`config.mk`:
```
export PLATFORM = sky130hd
export DESIGN_NAME = dac_output_ramp
export DESIGN_NICKNAME = d
export VERILOG_FILES = /design/src/rtl/dac_output_ramp.sv
export SDC_FILE = /design/constraint.sdc
export NUM_CORES = 1
export LEC_CHECK = 0
export BUFFER_PORTS_ARGS = -buffer_cell sky130_fd_sc_hd__clkbuf_2
export CAP_MARGIN = 10
export CELL_PAD_IN_SITES_DETAIL_PLACEMENT = 1
export CELL_PAD_IN_SITES_GLOBAL_PLACEMENT = 1
export CORE_MARGIN = 5
export CORE_UTILIZATION = 46
export CTS_CLUSTER_DIAMETER = 100
export DETAILED_ROUTE_END_ITERATION = 16
export PLACE_DENSITY_LB_ADDON = 0.1
export SLEW_MARGIN = 25
export SYNTH_ARGS = -nofsm -noshare
export SYNTH_HDL_FRONTEND = slang
export SYNTH_SLANG_ARGS = --single-unit
export TNS_END_PERCENT = 20
```
`constraint.sdc`:
```
create_clock -name clock -period 17.35 [get_ports clock]
set_input_delay 0.8675 -clock clock [delete_from_list [all_inputs] [get_ports clock]]
set_output_delay 0.8675 -clock clock [all_outputs]
set_load 0.01 [all_outputs]
```
`src/rtl/dac_output_ramp.sv`:
```
// rtl/dac_output_ramp.sv - DAC output stage with slew-limited engage/disengage ramps
// Optional rail-stuck monitor enabled by defining RAIL_MONITOR_EN.
module dac_output_ramp #(
  parameter int RAIL_THRESHOLD = 65535
) (
  input  logic               clock,
  input  logic               reset,
  input  logic signed [13:0] controlSignalIn,
  input  logic signed [13:0] offsetIn,
  input  logic signed [13:0] parkValueIn,
  input  logic               enableIn,
  input  logic [7:0]         maxStepIn,
  input  logic [15:0]        tickDivIn,
  output logic signed [13:0] dacOut,
  output logic [1:0]         stateOut,
  output logic               atGoalOut,
  output logic               railAlarmOut
);

  typedef enum logic [1:0] {
    PARKED   = 2'd0,
    RAMP_IN  = 2'd1,
    TRACK    = 2'd2,
    RAMP_OUT = 2'd3
  } state_t;

  localparam logic signed [13:0] RAIL_HIGH = 14'sh1FFF;
  localparam logic signed [13:0] RAIL_LOW  = 14'sh2000;

  state_t             state, state_next;
  logic signed [13:0] target, target_next;
  logic signed [13:0] goal, dac_next, step_value;
  logic [14:0]        sum, diff, magnitude, moved, dac_wide, step_wide;
  logic [15:0]        tick_count;
  logic               tick, advance, at_goal;

  // Offset sum is formed one bit wider so the clamp sees the true overflow.
  always_comb begin
    sum = {controlSignalIn[13], controlSignalIn} + {offsetIn[13], offsetIn};
    if (sum[14] != sum[13]) begin
      target_next = sum[14] ? RAIL_LOW : RAIL_HIGH;
    end else begin
      target_next = $signed(sum[13:0]);
    end
  end

  // A compare rather than an equality lets a lowered divider tick at once.
  assign tick    = (tick_count >= tickDivIn);
  assign advance = tick || (maxStepIn == 8'd0);

  always_comb begin
    goal = ((state == PARKED) || (state == RAMP_OUT)) ? parkValueIn : target;
  end

  assign at_goal   = (dacOut == goal);
  assign atGoalOut = at_goal;
  assign stateOut  = state;

  always_comb begin
    dac_wide  = {dacOut[13], dacOut};
    step_wide = {7'd0, maxStepIn};
    diff      = {goal[13], goal} - dac_wide;
    magnitude = diff[14] ? (15'd0 - diff) : diff;
    moved     = diff[14] ? (dac_wide - step_wide) : (dac_wide + step_wide);
    if ((magnitude <= step_wide) || (maxStepIn == 8'd0)) begin
      step_value = goal;
    end else begin
      step_value = $signed(moved[13:0]);
    end
  end

  // Enable changes are checked before goal arrival so they always win.
  always_comb begin
    state_next = state;
    dac_next   = dacOut;
    case (state)
      PARKED: begin
        dac_next = parkValueIn;
        if (enableIn) state_next = RAMP_IN;
      end
      RAMP_IN: begin
        if (!enableIn)     state_next = RAMP_OUT;
        else if (at_goal)  state_next = TRACK;
        else if (advance)  dac_next   = step_value;
      end
      TRACK: begin
        dac_next = target;
        if (!enableIn) state_next = RAMP_OUT;
      end
      RAMP_OUT: begin
        if (enableIn)      state_next = RAMP_IN;
        else if (at_goal)  state_next = PARKED;
        else if (advance)  dac_next   = step_value;
      end
      default: state_next = PARKED;
    endcase
  end

  always_ff @(posedge clock) begin
    if (reset) begin
      state      <= PARKED;
      dacOut     <= 14'sd0;
      target     <= 14'sd0;
      tick_count <= 16'd0;
    end else begin
      state      <= state_next;
      dacOut     <= dac_next;
      target     <= target_next;
      tick_count <= tick ? 16'd0 : (tick_count + 16'd1);
    end
  end

`ifdef RAIL_MONITOR_EN
  localparam logic [15:0] RAIL_LIMIT = 16'(RAIL_THRESHOLD);

  logic [15:0] rail_count;
  logic        at_rail;

  assign at_rail = (state == TRACK) && ((target == RAIL_HIGH) || (target == RAIL_LOW));

  always_ff @(posedge clock) begin
    if (reset) begin
      rail_count <= 16'd0;
    end else if (!at_rail) begin
      rail_count <= 16'd0;
    end else if (rail_count != RAIL_LIMIT) begin
      rail_count <= rail_count + 16'd1;
    end
  end

  assign railAlarmOut = (rail_count == RAIL_LIMIT);
`else
  // Constant 0 for every legal threshold; the parameter stays referenced.
  assign railAlarmOut = (RAIL_THRESHOLD < 1);
`endif

endmodule

```
# == Word-level counts from Yosys, hierarchy flattened ==
# Cells that the tools add are included.
# totals
regBits,46
latchBits,0
ram_bits,0
mem_bits_ro,0
in_bits,69
memories,0
# classes
addsub,6
n_mul,0
div,0
order_cmp,2
n_eq_ne,11
shifts,0
muxes,18
bitwise_logic,0
reduce_logical,8
# ops
op,n
$mux 14,9
$pmux 14 s4,1
$add 16x1->16 const B,1
$ge 16x16->1,1
$add 14x14->15,1
$le 15x8->1,1
$mux 15,1
$sub 1x15->15 const A,1
$sub 14x14->15,1
$add 14x9->14,1
$eq 14x14->1,1
$sub 14x9->14,1
$mux 2,6
$logic_not 8->1,1
$ne 2x2->1 const B,4
$pmux 2 s4,1
$ne 3x3->1 const B,2
$eq 2x2->1 const B,2
$reduce_and 4->1,1
$logic_or 1x1->1,3
$eq 2x1->1 const B,1
$logic_not 2->1,1
$reduce_and 2->1,1
$reduce_or 2->1,1
$ne 1x1->1,1

# == Longest topological paths before layout ==
# depth
ltp_word,13
mapped_depth,26
mapped_depth_nobuf,22

# == Worst setup path after synthesis ==
# No wires, ideal clock.
# synth_path
kind,reg2reg
start,register state[0] (netlist: stateOut[0])
end,register dacOut[12]
t_arrival_ns,5.996
slack_ns,11.232
stages_incl_launch_ff,25
n_path_buf,3
period_less_slack_ns,6.118
cell_sequence,dfxtp_1 -> inv_1 -> ha_1 -> clkbuf_1 -> buf_1 -> mux2_2 -> ha_1 -> and2_1 -> a221o_1 -> a2111oi_4 -> o22ai_1 -> clkbuf_1 -> nor2_1 -> a21oi_1 -> fa_1 -> a21o_1 -> a21o_1 -> a2111oi_0 -> nor2_1 -> a211o_1 -> a21o_1 -> a21oi_1 -> xnor2_1 -> and4_1 -> a311o_1
# synth_via
elab_chain_len,13
# synth_rtl
element,line_no,rtl
"start, declared",30,"state_t state, state_next;"
"start signal, assigned",106,state <= state_next;
$eq 2x2->1 or $logic_not 2->1 (tied branches),"52, 76",
$logic_or 1x1->1,52,goal = ((state == PARKED) || (state == RAMP_OUT)) ? parkValueIn : target;
$mux 14,52,
$sub 14x14->15,62,"diff = {goal[13], goal} - dac_wide;"
$sub 1x15->15,63,magnitude = diff[14] ? (15'd0 - diff) : diff;
$mux 15,63,
$le 15x8->1,65,if ((magnitude <= step_wide) || (maxStepIn == 8'd0)) begin
$logic_or 1x1->1,65,
$mux 14,65,
$mux 14,"84, 93",
$mux 14,83,else if (at_goal) state_next = TRACK;
$mux 14 (on tied branches),"91, 82",
$pmux 14 s4,76,case (state)
"end signal, assigned",107,dacOut <= dac_next;
"end, declared",14,"output logic signed [13:0] dacOut,"
# Parallel ways exist; a longest one is shown, timed or not. The select of a mux whose other input is x is not followed.
# A chain may end at the register's enable or synchronous reset.

# == Worst setup path in the final report ==
# layout_path
start,register state[1] (netlist: stateOut[1])
end,register dacOut[12]
# The elaborated chain is that of the path after synthesis.

==> results.md <==
* Post-synthesis mux area share at 4.87%
* Period utilization at 37.0%
* Status: finished clean
* Die area at 14800 um^2
* Die width at 122 um
* R2r endpoint: dacOut[12]
* GR peak layer: met2
* Area delta synth->final at 12.4%
* Hpwl dp at ~15000 um
* Largest net degree at the start of global routing at 27
* Routability cong. at 0.905
* Global route overflow at 0
* Post-Syn Instances at 753
* WP buf/inv at 1
* CP dominant cell by count: a21o_1
* Drt drc at 0
* Register area share after synthesis at around 16%
* Compound-Gate Fraction of Synth Area at approximately a quarter
* Initial antenna violation count at 0
* Main flop type after synthesis: dfxtp_1
* Fmax at 156 MHz
* Worst Path Max Fanout at 16
* Clk slew on worst S/H paths at 0.06 ns
* Die Ht at roughly 120 um
* Req. time, crit path at 17.54 ns
* Vias at just under 6000
* Mean Syn Cell Area at 7.60 um^2
* Met1 Usage GRT at 30.4%
* CTS Buf Count at 5
* Antenna cells at 0
* All-Layer GR Usage at between 20% and 30%
* DRT Pass-1 Iters at 5
* Worst R2R Path Depth at 21
* Worst path cell trace: inv_1 > ha_1 > mux2_2 > ha_1 > a21o_1 > a221o_1 > a2111oi_4 > o22a_1 > nor2_1 > xnor2_1 > ha_1 > a21o_1 > a21o_1 > a2111oi_0 > nor2_1 > a211o_1 > a21o_1 > a21oi_1 > xnor2_1 > and4_1 > a311o_1
* Post-route ant nets at 0
* CP arrival at about 6.6 ns
* Origin of the critical flop-to-flop path: stateOut[1]
* XOR/XNOR Fraction of Synth Area at 8.72%
* I/O Buffers at 85
* Worst slew pin tran at slightly below 1 ns
* Crit Path Class: register to register
* Largest family of logic cells by synthesized area: compound AO/OA/AOI/OAI gates
* Root cell of the clock tree: clkbuf_16
* RSZ-0062 raised after global routing: no
* Yosys warning total at 0
* Filler cells at 1599
* # Post-CTS Setup Buffers at 0
* Max cap viols at 0
* R2R setup slack at 10.92 ns
* Final hold violations at 0
* Final worst path period need at 6.43 ns
* Critical Path Source Type: register
* First-pass GRT wire length at between 30000 and 40000 um
* Core Rows at 40
* Insertion delay to the later sink of the worst-skew pair at 0.30 ns
* Delay-heaviest family, CP: compound AO/OA/AOI/OAI gates
* Final #Nets at 966
* Most frequent cells in the layout: clkbuf_2, ha_1, inv_1
* CTS H-tree lvls at 2
* Clock sinks at 46
* Starting DRT DRC Count at 270
* Hold path depth at 2
* Adder-Cell Fraction of Synth Area at 17.0%
* Starting Density at a little under half
* Max Clock Skew at just under 0.008 ns
* Setup_tns at 0 ns
* Max stage delay on crit path at 0.71 ns
* Slowest CP cell: ha_1
* CP endpoint kind: register
* Slew headroom at between 30% and 40%
* Post-synthesis simple-gate area fraction at about 22%
* Yosys cell types at 72
* Max Slew Vio Count at 0
* IO Count at 87
* Post-synth EDFFs at 0
* Yosys reg bits at 46
* Layout cell share with drive strength beyond 1 at between 10% and 20%
* Hold path start: tick_count[15]
* Area occupied by multi-input gates at around 4400 um^2
* Syn_nets at roughly 900
* Met2 GRT Util at 47.1%
* Vias in the first global route at 6349
* Clock Path Buffers at 2
* Routed wire length at 18800 um
* Register area at 921 um^2
* Routed wire per std cell at 19.0 um
* Commonest non-fill, non-tap cell in the layout: clkbuf_2
* CORE AREA at 12100 um^2
* Met3 global-route usage at 4.36%
* Setup Viol. Count Final at 0
* Hold/Removal Path Class: register to register
* PostCTS Resize Cnt at 0
* WHS Endpoint: tick_count[15]
* Mean number of vias per cell at between 5 and 6
* Fraction of registers with async set/reset at 0%
* CTS tree: built
* Synthesized cell area at roughly 5700 um^2
* Number of hold buffers added after cts at 0
sequential cells by signal (all words and copies together), names as in the netlist:
name / flops
tick_count: 16
dacOut: 14
target: 14
stateOut: 2
worst max-delay path by stage:
| stage | start | to | slack (ns) | depth (start not counted) |
|---|---|---|---|---|
| floorplan | stateOut[0] | dacOut[12] | 11.23 | 24 |
| global placement | stateOut[1] | dacOut[12] | 11.15 | 21 |
| detailed placement | stateOut[1] | dacOut[12] | 10.93 | 21 |
| CTS | stateOut[1] | dacOut[12] | 10.92 | 21 |
| global route | stateOut[0] | dacOut[12] | 10.44 | 21 |
| finish | stateOut[1] | dacOut[12] | 10.92 | 21 |
through the flow:
stage / hold slack (ns) / cells / utilization [%] / cell area (um^2) / setup WS, ns
5_1_grt: 0.577 / 990 / 53.1 / 6430 / 10.44
3_5_place_dp: 0.521 / 982 / 51.9 / 6280 / 10.93
2_1_floorplan: 0.441 / 753 / - / 5730 / 11.23
6_report: 0.530 / 990 / 53.1 / 6430 / 10.92
4_1_cts: 0.538 / 990 / 53.1 / 6430 / 10.92
3_3_place_gp: 0.464 / 982 / 51.9 / 6280 / 11.15
synthesized netlist by cell type, types with 12 or more instances:
cell,n,area [um^2]
a21oi_1,53,265
a211oi_1,12,90.1
nand4_1,12,75.1
o21ai_0,34,170
dfxtp_1,46,921
mux2_2,15,169
xnor2_1,38,333
xor2_1,19,166
a21o_1,17,128
nand3_1,23,115
nor3_1,30,150
nor2_1,65,244
and3_1,15,93.8
ha_1,73,913
nand2_1,41,154
clkbuf_1,25,93.8
inv_1,68,255
kinds of logic (layout without fill, tap and decap cells):
family | count (synthesis) | after routing
fa+ha+maj | 76 | 76
xor+xnor | 57 | 57
flops | 46 | 46
other cells | 1 | 1
simple gates | 246 | 246
buf+inv | 99 | 168
compound gates | 202 | 202
mux | 26 | 26
metal layers:
layer	vias to the layer above	part of all wire (%)
met3	43	4.6
met5	-	0
li1	2874	-
met2	146	51
met4	0	3.2
met1	2864	41
tightest hold or removal path, stage by stage, from the launching register on:
cell and delay, ns:
dfxtp_1 0.35, xor2_1 0.08, nor2_1 0.07
layout make-up:
class | instances | share of cell area (%)
multi-input combinational | 608 | 68.7
sequential | 46 | 14.3
timing repair buffer | 91 | 7.31
inverter | 69 | 4.02
tap | 168 | 3.27
clock buffer | 6 | 2.16
clock inverter | 2 | 0.194
Power is left out: the tool's default activity adds up to more than one toggle a clock period on the data nets, which glitch-free logic cannot reach.
